## src/rtl/pipeline_sequencer_pkg.sv

```systemverilog
// Shared definitions for the pipeline sequencer: FSM state encoding and
// default sizing of the cycle counter and halt drain window.
package pipeline_sequencer_pkg;

    localparam int NUM_BITS     = 5;
    localparam int LEN_CNT      = 32;
    localparam int DRAIN_CYCLES = 3;

    typedef enum logic [2:0] {
        S_IDLE      = 3'd0,
        S_RUN       = 3'd1,
        S_WAIT_STEP = 3'd2,
        S_STEP      = 3'd3,
        S_DRAIN     = 3'd4,
        S_HALTED    = 3'd5
    } seq_state_e;

endpackage

```

## src/rtl/pipeline_sequencer_if.sv

```systemverilog
// Control bundle between the debug unit / stage latches (master) and the
// pipeline sequencer (slave).
interface pipeline_sequencer_if
    import pipeline_sequencer_pkg::*;
#(
    parameter int num_bits = NUM_BITS,
    parameter int len_cnt  = LEN_CNT
);
    logic                debug_mode;
    logic                run_req;
    logic                step_req;
    logic                id_ex_mem_read;
    logic [num_bits-1:0] id_ex_rt;
    logic [num_bits-1:0] if_id_rs;
    logic [num_bits-1:0] if_id_rt;
    logic                branch_taken;
    logic                halt_flag_e;

    logic                pc_enable;
    logic                if_id_write;
    logic                pipe_enable;
    logic                id_ex_bubble;
    logic                flush;
    logic                halted;
    logic [len_cnt-1:0]  cycle_count;

    modport master (
        output debug_mode, run_req, step_req, id_ex_mem_read, id_ex_rt,
               if_id_rs, if_id_rt, branch_taken, halt_flag_e,
        input  pc_enable, if_id_write, pipe_enable, id_ex_bubble, flush,
               halted, cycle_count
    );

    modport slave (
        input  debug_mode, run_req, step_req, id_ex_mem_read, id_ex_rt,
               if_id_rs, if_id_rt, branch_taken, halt_flag_e,
        output pc_enable, if_id_write, pipe_enable, id_ex_bubble, flush,
               halted, cycle_count
    );

endinterface

```

## src/rtl/pipeline_sequencer_hazard_detector.sv

```systemverilog
// Combinational load-use detector: the decoding instruction reads the
// register a load in ID/EX is about to write. Register 0 never hazards.
module hazard_detector
    import pipeline_sequencer_pkg::*;
#(
    parameter int num_bits = NUM_BITS
) (
    input  logic                id_ex_mem_read_i,
    input  logic [num_bits-1:0] id_ex_rt_i,
    input  logic [num_bits-1:0] if_id_rs_i,
    input  logic [num_bits-1:0] if_id_rt_i,
    output logic                load_use_o
);

    assign load_use_o = id_ex_mem_read_i
                      && (id_ex_rt_i != '0)
                      && ((id_ex_rt_i == if_id_rs_i) || (id_ex_rt_i == if_id_rt_i));

endmodule

```

## src/rtl/pipeline_sequencer.sv

```systemverilog
// Central pipeline controller: free-run / single-step sequencing, load-use
// stalls, branch flush and post-halt drain for the five-stage core.
module pipeline_sequencer
    import pipeline_sequencer_pkg::*;
#(
    parameter int num_bits     = NUM_BITS,
    parameter int len_cnt      = LEN_CNT,
    parameter int drain_cycles = DRAIN_CYCLES
) (
    input  logic                 clk,
    input  logic                 reset,
    pipeline_sequencer_if.slave  bus
);

    localparam int DW = (drain_cycles < 1) ? 1 : $clog2(drain_cycles + 1);

    seq_state_e         state_q, state_d;
    logic [DW-1:0]      drain_q, drain_d;
    logic [len_cnt-1:0] cycle_cnt_q, cycle_cnt_d;

    logic load_use;
    logic pc_en, ifid_wr, pipe_en, bubble, flush_o, halted_o;

    hazard_detector #(.num_bits(num_bits)) u_hazard (
        .id_ex_mem_read_i (bus.id_ex_mem_read),
        .id_ex_rt_i       (bus.id_ex_rt),
        .if_id_rs_i       (bus.if_id_rs),
        .if_id_rt_i       (bus.if_id_rt),
        .load_use_o       (load_use)
    );

    always_ff @(posedge clk or posedge reset) begin
        if (reset) begin
            state_q     <= S_IDLE;
            drain_q     <= '0;
            cycle_cnt_q <= '0;
        end else begin
            state_q     <= state_d;
            drain_q     <= drain_d;
            cycle_cnt_q <= cycle_cnt_d;
        end
    end

    always_comb begin
        state_d  = state_q;
        drain_d  = drain_q;
        pc_en    = 1'b0;
        ifid_wr  = 1'b0;
        pipe_en  = 1'b0;
        bubble   = 1'b0;
        flush_o  = 1'b0;
        halted_o = 1'b0;
        case (state_q)
            S_IDLE: begin
                if (bus.run_req)
                    state_d = bus.debug_mode ? S_WAIT_STEP : S_RUN;
            end
            S_RUN, S_STEP: begin
                pipe_en = 1'b1;
                pc_en   = 1'b1;
                ifid_wr = 1'b1;
                // Halt outranks a branch, which in turn cancels any load-use stall.
                if (bus.halt_flag_e) begin
                    pc_en   = 1'b0;
                    ifid_wr = 1'b0;
                    state_d = S_DRAIN;
                    drain_d = DW'(drain_cycles);
                end else begin
                    if (bus.branch_taken) begin
                        flush_o = 1'b1;
                    end else if (load_use) begin
                        pc_en   = 1'b0;
                        ifid_wr = 1'b0;
                        bubble  = 1'b1;
                    end
                    if (state_q == S_STEP)
                        state_d = S_WAIT_STEP;
                end
            end
            S_WAIT_STEP: begin
                if (bus.step_req)
                    state_d = S_STEP;
            end
            S_DRAIN: begin
                pipe_en = 1'b1;
                flush_o = 1'b1;
                drain_d = (drain_q != '0) ? drain_q - DW'(1) : '0;
                if (drain_q <= DW'(1))
                    state_d = S_HALTED;
            end
            S_HALTED: begin
                halted_o = 1'b1;
            end
            default: state_d = S_IDLE;
        endcase
    end

    always_comb begin
        cycle_cnt_d = cycle_cnt_q;
        if (pipe_en && (cycle_cnt_q != {len_cnt{1'b1}}))
            cycle_cnt_d = cycle_cnt_q + len_cnt'(1);
    end

    assign bus.pc_enable    = pc_en;
    assign bus.if_id_write  = ifid_wr;
    assign bus.pipe_enable  = pipe_en;
    assign bus.id_ex_bubble = bubble;
    assign bus.flush        = flush_o;
    assign bus.halted       = halted_o;
    assign bus.cycle_count  = cycle_cnt_q;

endmodule

```

## src/flat_wrapper.sv

```systemverilog
// flat-port wrapper written by rule: the top's interface ports become plain ports
module pipeline_sequencer_flat import pipeline_sequencer_pkg::*;
#(
    parameter int num_bits     = NUM_BITS,
    parameter int len_cnt      = LEN_CNT,
    parameter int drain_cycles = DRAIN_CYCLES
)
  (clk, reset, bus_debug_mode, bus_run_req, bus_step_req, bus_id_ex_mem_read, bus_id_ex_rt, bus_if_id_rs, bus_if_id_rt, bus_branch_taken, bus_halt_flag_e, bus_pc_enable, bus_if_id_write, bus_pipe_enable, bus_id_ex_bubble, bus_flush, bus_halted, bus_cycle_count);
  pipeline_sequencer_if #(.num_bits(num_bits), .len_cnt(len_cnt)) bus_i ();
  input  logic clk;
  input  logic reset;
  input wire logic [$bits(bus_i.debug_mode)-1:0] bus_debug_mode;
  input wire logic [$bits(bus_i.run_req)-1:0] bus_run_req;
  input wire logic [$bits(bus_i.step_req)-1:0] bus_step_req;
  input wire logic [$bits(bus_i.id_ex_mem_read)-1:0] bus_id_ex_mem_read;
  input wire logic [$bits(bus_i.id_ex_rt)-1:0] bus_id_ex_rt;
  input wire logic [$bits(bus_i.if_id_rs)-1:0] bus_if_id_rs;
  input wire logic [$bits(bus_i.if_id_rt)-1:0] bus_if_id_rt;
  input wire logic [$bits(bus_i.branch_taken)-1:0] bus_branch_taken;
  input wire logic [$bits(bus_i.halt_flag_e)-1:0] bus_halt_flag_e;
  output wire logic [$bits(bus_i.pc_enable)-1:0] bus_pc_enable;
  output wire logic [$bits(bus_i.if_id_write)-1:0] bus_if_id_write;
  output wire logic [$bits(bus_i.pipe_enable)-1:0] bus_pipe_enable;
  output wire logic [$bits(bus_i.id_ex_bubble)-1:0] bus_id_ex_bubble;
  output wire logic [$bits(bus_i.flush)-1:0] bus_flush;
  output wire logic [$bits(bus_i.halted)-1:0] bus_halted;
  output wire logic [$bits(bus_i.cycle_count)-1:0] bus_cycle_count;
  assign bus_i.debug_mode = bus_debug_mode;
  assign bus_i.run_req = bus_run_req;
  assign bus_i.step_req = bus_step_req;
  assign bus_i.id_ex_mem_read = bus_id_ex_mem_read;
  assign bus_i.id_ex_rt = bus_id_ex_rt;
  assign bus_i.if_id_rs = bus_if_id_rs;
  assign bus_i.if_id_rt = bus_if_id_rt;
  assign bus_i.branch_taken = bus_branch_taken;
  assign bus_i.halt_flag_e = bus_halt_flag_e;
  assign bus_pc_enable = bus_i.pc_enable;
  assign bus_if_id_write = bus_i.if_id_write;
  assign bus_pipe_enable = bus_i.pipe_enable;
  assign bus_id_ex_bubble = bus_i.id_ex_bubble;
  assign bus_flush = bus_i.flush;
  assign bus_halted = bus_i.halted;
  assign bus_cycle_count = bus_i.cycle_count;
  pipeline_sequencer #(.num_bits(num_bits), .len_cnt(len_cnt), .drain_cycles(drain_cycles)) u_core (.clk(clk), .reset(reset), .bus(bus_i));
endmodule
```

## config.mk

```make
export PLATFORM = sky130hd
export DESIGN_NAME = pipeline_sequencer_flat
export DESIGN_NICKNAME = d
export VERILOG_FILES = /design/src/rtl/pipeline_sequencer_pkg.sv /design/src/rtl/pipeline_sequencer_if.sv /design/src/rtl/pipeline_sequencer_hazard_detector.sv /design/src/rtl/pipeline_sequencer.sv /design/src/flat_wrapper.sv
export SDC_FILE = /design/constraint.sdc
export NUM_CORES = 1
export LEC_CHECK = 0
export ABC_AREA = 1
export BUFFER_PORTS_ARGS = -buffer_cell sky130_fd_sc_hd__buf_2
export CAP_MARGIN = 30
export CORE_UTILIZATION = 45
export CTS_CLUSTER_DIAMETER = 100
export DETAILED_ROUTE_END_ITERATION = 7
export GPL_ROUTABILITY_DRIVEN = 0
export PLACE_DENSITY = 0.68
export SYNTH_ARGS = -nofsm -noshare
export SYNTH_HDL_FRONTEND = slang
export SYNTH_SLANG_ARGS = --single-unit
```

## constraint.sdc

```tcl
create_clock -name clk -period 5.55 [get_ports clk]
set_clock_uncertainty 0.15 [all_clocks]
set_input_delay 1.11 -clock clk [delete_from_list [all_inputs] [get_ports clk]]
set_output_delay 1.11 -clock clk [all_outputs]
set_load 0.02 [all_outputs]
```

After elaboration in Yosys (flattened, before gate mapping)
Index checks and enable logic that the tools add are counted.
W data, S select, Z words.
{"block": "word_totals", "ff_bits": 37, "inputBits": 23, "output_inout_bits": 38, "wordCells": 55}
{"block": "op_classes", "add_sub_neg": 2, "n_lt_le_gt_ge": 1, "eq_ne": 13, "n_mux": 23, "n_bitwise": 1, "reduce_logical": 12}
{"op": "$add A32 B1 Y32 const B", "n": 1}
{"op": "$ne A32 B32 Y1 const B", "n": 1}
{"op": "$mux W3", "n": 5}
{"op": "$pmux W3 S5", "n": 1}
{"op": "$mux W1", "n": 12}
{"op": "$eq A5 B5 Y1", "n": 2}
{"op": "$eq A3 B2 Y1 const B", "n": 2}
{"op": "$eq A3 B3 Y1 const B", "n": 2}
{"op": "$mux W2", "n": 3}
{"op": "$ne A2 B2 Y1 const B", "n": 3}
{"op": "$reduce_and A5 Y1", "n": 1}
{"op": "$reduce_bool A5 Y1", "n": 1}
{"op": "$pmux W2 S2", "n": 1}
{"op": "$reduce_bool A2 Y1", "n": 2}
{"op": "$eq A3 B1 Y1 const B", "n": 1}
{"op": "$logic_and A1 B1 Y1", "n": 3}
{"op": "$logic_not A3 Y1", "n": 1}
{"op": "$ne A3 B2 Y1 const B", "n": 1}
{"op": "$reduce_or A3 Y1", "n": 1}
{"op": "$le A2 B1 Y1 const B", "n": 1}
{"op": "$ne A2 B1 Y1 const B", "n": 1}
{"op": "$pmux W1 S2", "n": 1}
{"op": "$reduce_and A2 Y1", "n": 1}
{"op": "$reduce_or A2 Y1", "n": 1}
{"op": "other kinds (3)", "n": 3}

Logic depth before layout (Yosys ltp)
{"block": "depth", "ltp_word": 7, "depth_mapped": 11, "depth_no_buf": 10}

Hierarchy
From an unflattened synthesis, not the netlist that was laid out.
{"block": "hier_totals", "hier_cells": 449, "area_unflattened_um2": 2706.3}
{"module": "pipeline_sequencer", "instances": 1, "cells_each": 404, "area_per_inst_um2": 2511.2, "seq_area_each_um2": 925.9}
{"module": "hazard_detector", "instances": 1, "cells_each": 45, "area_per_inst_um2": 195.2, "seq_area_each_um2": 0.0}

Worst setup path before layout
OpenSTA, ideal clock, no wires.
{"block": "synth_path", "path_type": "input to output", "start": "input bus_if_id_rs[2]", "end": "output bus_pc_enable", "arrival_ns": 2.043, "required_ns": 4.290, "path_slack_ns": 2.247, "stages": 8, "n_path_buf": 1, "path_cell_list": "nand2_1 > inv_1 > nor2_1 > nor2_1 > nand3_1 > nand2_1 > a21oi_1 > buf_4"}
{"block": "synth_between", "elab_chain_len": 7}
{"element": "start: declaration", "line_no": "flat_wrapper.sv:17", "source": "input wire logic [$bits(bus_i.if_id_rs)-1:0] bus_if_id_rs;"}
{"element": "$eq A5 B5 Y1", "line_no": "pipeline_sequencer_hazard_detector.sv:17", "source": "&& ((id_ex_rt_i == if_id_rs_i) || (id_ex_rt_i == if_id_rt_i));"}
{"element": "$logic_or A1 B1 Y1", "line_no": "pipeline_sequencer_hazard_detector.sv:17"}
{"element": "$logic_and A1 B1 Y1", "line_no": "pipeline_sequencer_hazard_detector.sv:17"}
{"element": "$mux W1 (4 in series)"}
{"element": "end: declaration", "line_no": "flat_wrapper.sv:21", "source": "output wire logic [$bits(bus_i.pc_enable)-1:0] bus_pc_enable;"}
No other way between the ends.

Final worst setup path
{"block": "layout_path", "start": "input bus_id_ex_rt[1]", "end": "output bus_id_ex_bubble"}
{"block": "layout_between", "elab_chain_len": 7, "elab_cells_between_ends": 10, "cone_classes": "2 x eq/ne; 4 x mux; 4 x reduce/logical"}
{"element": "start: declaration", "line_no": "flat_wrapper.sv:16", "source": "input wire logic [$bits(bus_i.id_ex_rt)-1:0] bus_id_ex_rt;"}
{"element": "$eq A5 B5 Y1 / $reduce_bool A5 Y1 (equally long branches)", "line_no": "pipeline_sequencer_hazard_detector.sv:17, pipeline_sequencer_hazard_detector.sv:16"}
{"element": "$logic_or A1 B1 Y1 / $logic_and A1 B1 Y1 (equally long branches)", "line_no": "pipeline_sequencer_hazard_detector.sv:17, pipeline_sequencer_hazard_detector.sv:16"}
{"element": "$logic_and A1 B1 Y1 (*)", "line_no": "pipeline_sequencer_hazard_detector.sv:17"}
{"element": "$mux W1 (*)", "line_no": "pipeline_sequencer.sv:71", "source": "end else if (load_use) begin"}
{"element": "$mux W1 (*)", "line_no": "pipeline_sequencer.sv:69", "source": "if (bus.branch_taken) begin"}
{"element": "$mux W1 (*)", "line_no": "pipeline_sequencer.sv:63", "source": "if (bus.halt_flag_e) begin"}
{"element": "$mux W1 (*)", "line_no": "pipeline_sequencer.sv:53", "source": "case (state_q)"}
{"element": "end: declaration", "line_no": "flat_wrapper.sv:24", "source": "output wire logic [$bits(bus_i.id_ex_bubble)-1:0] bus_id_ex_bubble;"}
Every way passes the cells marked *; elsewhere a longest branch is shown, timed or not.

==> metrics.log <==
[metrics] fmax: 0.309 GHz
[metrics] Finished Cell Area: 0.00311 mm^2
[metrics] Post-Synth Adder-Cell Area: 0.468%
[metrics] number of synthesis warnings: 0
[metrics] netlist area before placement: 0.00268 mm^2
[metrics] setup violators final: 0
[metrics] Cell Rows: 27
[metrics] placeable core region: 0.00561 mm^2
[metrics] pwr/cell area: 278 mW/mm^2
[metrics] CP max stage cell: sky130_fd_sc_hd__buf_2
[metrics] RSZ-0062 raised after global routing: false
[metrics] EDFF count, synth: 0
[metrics] H-tree lvl count: 2
[metrics] predominant post-synthesis flop cell: sky130_fd_sc_hd__dfrtp_1
[metrics] number of storage elements in the synthesis netlist: 37
[metrics] number of library cell types mapped by synthesis: 25
[metrics] dpl hpwl: 4950 um
[metrics] WL final: 6260 um
[metrics] Synth Area in Compound Gates: 3.04%
[metrics] die footprint: 0.00626 mm^2
[metrics] post-synthesis share of cell area spent on xor and xnor gates: 7.20%
[metrics] clock root cell: sky130_fd_sc_hd__clkbuf_8
[metrics] # diodes: 0
[metrics] ranking of synthesized cells by instance count: 206 x sky130_fd_sc_hd__nand2_1, 60 x sky130_fd_sc_hd__nor2_1, 38 x sky130_fd_sc_hd__inv_1
[metrics] static power due to leakage: 1.71 nW
[metrics] syn_area_per_cell: 6.32 um^2
[metrics] Detail Route Antenna Nets: 0
[metrics] number of CTS-inserted buffers: 5
[metrics] accumulated negative setup slack: 0 ns
[metrics] post-CTS clock slew at the launch and capture registers of the worst setup and hold paths: 0.07 ns
[metrics] Worst Setup Slack, final: 2.31 ns
[metrics] transition at the pin with the smallest max-transition slack: 0.468 ns
[metrics] via count: 2649
[metrics] number of antenna violations at the first check in global routing: 0
[metrics] slowest cell delay on critical path: 0.16 ns
[metrics] share of final-layout standard cells stronger than drive strength 1: 16.5%
[metrics] total global routing overflow: 0
[metrics] Post-CTS Setup Bufs: 0
[metrics] post-cts hold buffer count: 0
[metrics] number of sinks driven by the clock tree: 37
[metrics] x dimension of the die: 79.1 um
[metrics] type of the worst setup path: primary input to primary output
[metrics] residual DRC count: 0
[metrics] number of top-level design ports: 61
[metrics] total track usage: 21.6%
[metrics] Critical Path Source Type: primary input
[metrics] first-pass GRT wire length: 10600 um
[metrics] final count of pins violating max slew: 0
[metrics] initial core utilization: 47.7%
[metrics] data required time at the worst endpoint: 4.29 ns
[metrics] post-synthesis cell type with the largest combined area: sky130_fd_sc_hd__dfrtp_1
[metrics] CTS tree: done
[metrics] worst min-delay path class: register to register
[metrics] vias in the first global route: 2370
[metrics] result of the run: finished clean
[metrics] worst skew pair latency: 0.29 ns
[metrics] Peak VDD IR: 0.000245 V
[metrics] Max-Cap Viols: 0
[metrics] post-route clock period utilization: 58.4%
[metrics] routed len/inst: 11.2 um
[metrics] maximum fanout count along the critical path: 3
[metrics] portion of synthesized cell area occupied by the leading cell type: 34.6%
[metrics] simple-gate share of the synthesized area: 46.6%
[metrics] Final Hold Vio Count: 0
[metrics] number of buffers added on ports: 60
[metrics] fraction of synthesized area in multiplexers: 0%
[metrics] combinational family with the most area after synthesis: simple AND/OR/NAND/NOR gates
[metrics] first-pass iteration count of the detailed router: 4
[metrics] flop-to-flop setup slack: 3.50 ns
[metrics] largest buffer count on any clock path: 2
[metrics] Die Span Y: 79.1 um
[metrics] cells taking the most area after synthesis: sky130_fd_sc_hd__dfrtp_1 35%, sky130_fd_sc_hd__nand2_1 29%, sky130_fd_sc_hd__nor2_1 8.4%, sky130_fd_sc_hd__inv_1 5.3%, sky130_fd_sc_hd__xor2_1 4.9%
[metrics] series of cell instances along the critical path: buf_2, xor2_1, nor2_1, nand3_1, nand2_1, nand2_1, nor2_1, buf_2
[metrics] Worst Path Arrival: 1.98 ns
[metrics] Mapped Cells: 423
[metrics] Total Nets Final: 509
[metrics] share of flip-flops with an asynchronous set or reset after synthesis: 100%
[metrics] endpoint kind of the worst setup timing path: primary output
[metrics] minimum clock period: 3.24 ns
[metrics] detailed router's first-iteration violation count: 88
[metrics] Slew Limit Headroom: 68.8%
[metrics] largest net degree at the start of global routing: 38
[metrics] most instantiated library cell after synthesis: sky130_fd_sc_hd__nand2_1
[metrics] Fin Hold WS: 0.339 ns
[metrics] Synthesized Nets: 447
[metrics] worst slack at placement: 2.32 ns
[metrics] layout-stage area growth over the synthesis result: 16.3%
[metrics] sequential-to-total area share from yosys stat: 34.6%
[metrics] number of vias per cell after detailed routing: 4.75
[metrics] total cell area at the placement stage: 0.00301 mm^2
[metrics] number of gates resized after CTS: 0
power breakdown:
| group | switching [W] | total, W | internal (W) |
|---|---|---|---|
| registers | 0.0000370 | 0.000337 | 0.000300 |
| clock network | 0.0000971 | 0.000209 | 0.000112 |
| logic | 0.000226 | 0.000320 | 0.0000936 |
worst paths after layout:
kind                                      startpoint                         end  depth (start not counted)
max                                  bus_id_ex_rt[1]            bus_id_ex_bubble                          8
min                                u_core.drain_q[0]           u_core.drain_q[0]                          1
max reg2reg                u_core.bus.cycle_count[0]  u_core.bus.cycle_count[18]                         10
min reg2reg                        u_core.drain_q[0]           u_core.drain_q[0]                          1
max in group asynchronous                      reset  u_core.bus.cycle_count[12]                          3
min in group asynchronous                      reset   u_core.bus.cycle_count[2]                          3
metrics by stage:
stage	cells	total power (W)	util, %
after floorplan	423	0.000622	-
after global placement	550	0.000656	53.7
after detailed placement	550	0.000667	53.7
after CTS	558	0.000876	55.5
after global routing	558	0.000929	55.5
final	558	0.000866	55.5
state kept, by name, summed over array words and instances, names as in the netlist:
signal / flops
u_core.bus.cycle_count: 32
u_core.state_q: 3
u_core.drain_q: 2
layer usage:
metal / part of all wire (%) / GRT usage, % / routed length [um]
met5: 0 / 0 / 0
met4: 0.86 / 5.27 / 54
met2: 48 / 37.9 / 2990
met3: 3.2 / 3.45 / 202
met1: 48 / 27.7 / 3020
cells in the final DEF (no fill, tap or decap), drive strengths merged:
cell type / instances
o21ai: 11
nand3: 21
nor3: 2
o22ai: 1
xnor2: 7
nand3b: 3
buf: 61
o211ai: 1
dfrtp: 37
a21oi: 1
nor2: 65
clkbuf: 7
inv: 39
nand2: 211
xor2: 15
o31ai: 1
nand4: 1
ha: 1
clkinv: 1
area by class of cell:
cell class | instances | area (um^2)
fillers | 604 | 2500
multi-input cells | 341 | 1530
flip-flops and latches | 37 | 926
repair buffers | 61 | 308
inverters | 39 | 151
clock buffers | 7 | 96.3
well taps | 72 | 90.1
clock inverters | 1 | 5.00
kinds of logic after synthesis:
kind of cell             Yosys count
AND/OR/NAND/NOR                  303
buffers and inverters             45
flip-flops                        37
XOR/XNOR                          22
AO/OA/AOI/OAI                     15
adder cells (fa/ha/maj)            1
worst max-delay path: cells and delay by family:
kind | cells | cell delay, ns
and+or+nand+nor | 5 | 0.43
buffers and inverters | 2 | 0.28
xor gates and xnor gates | 1 | 0.15
Note: power is estimated with default switching activity, not from simulation.
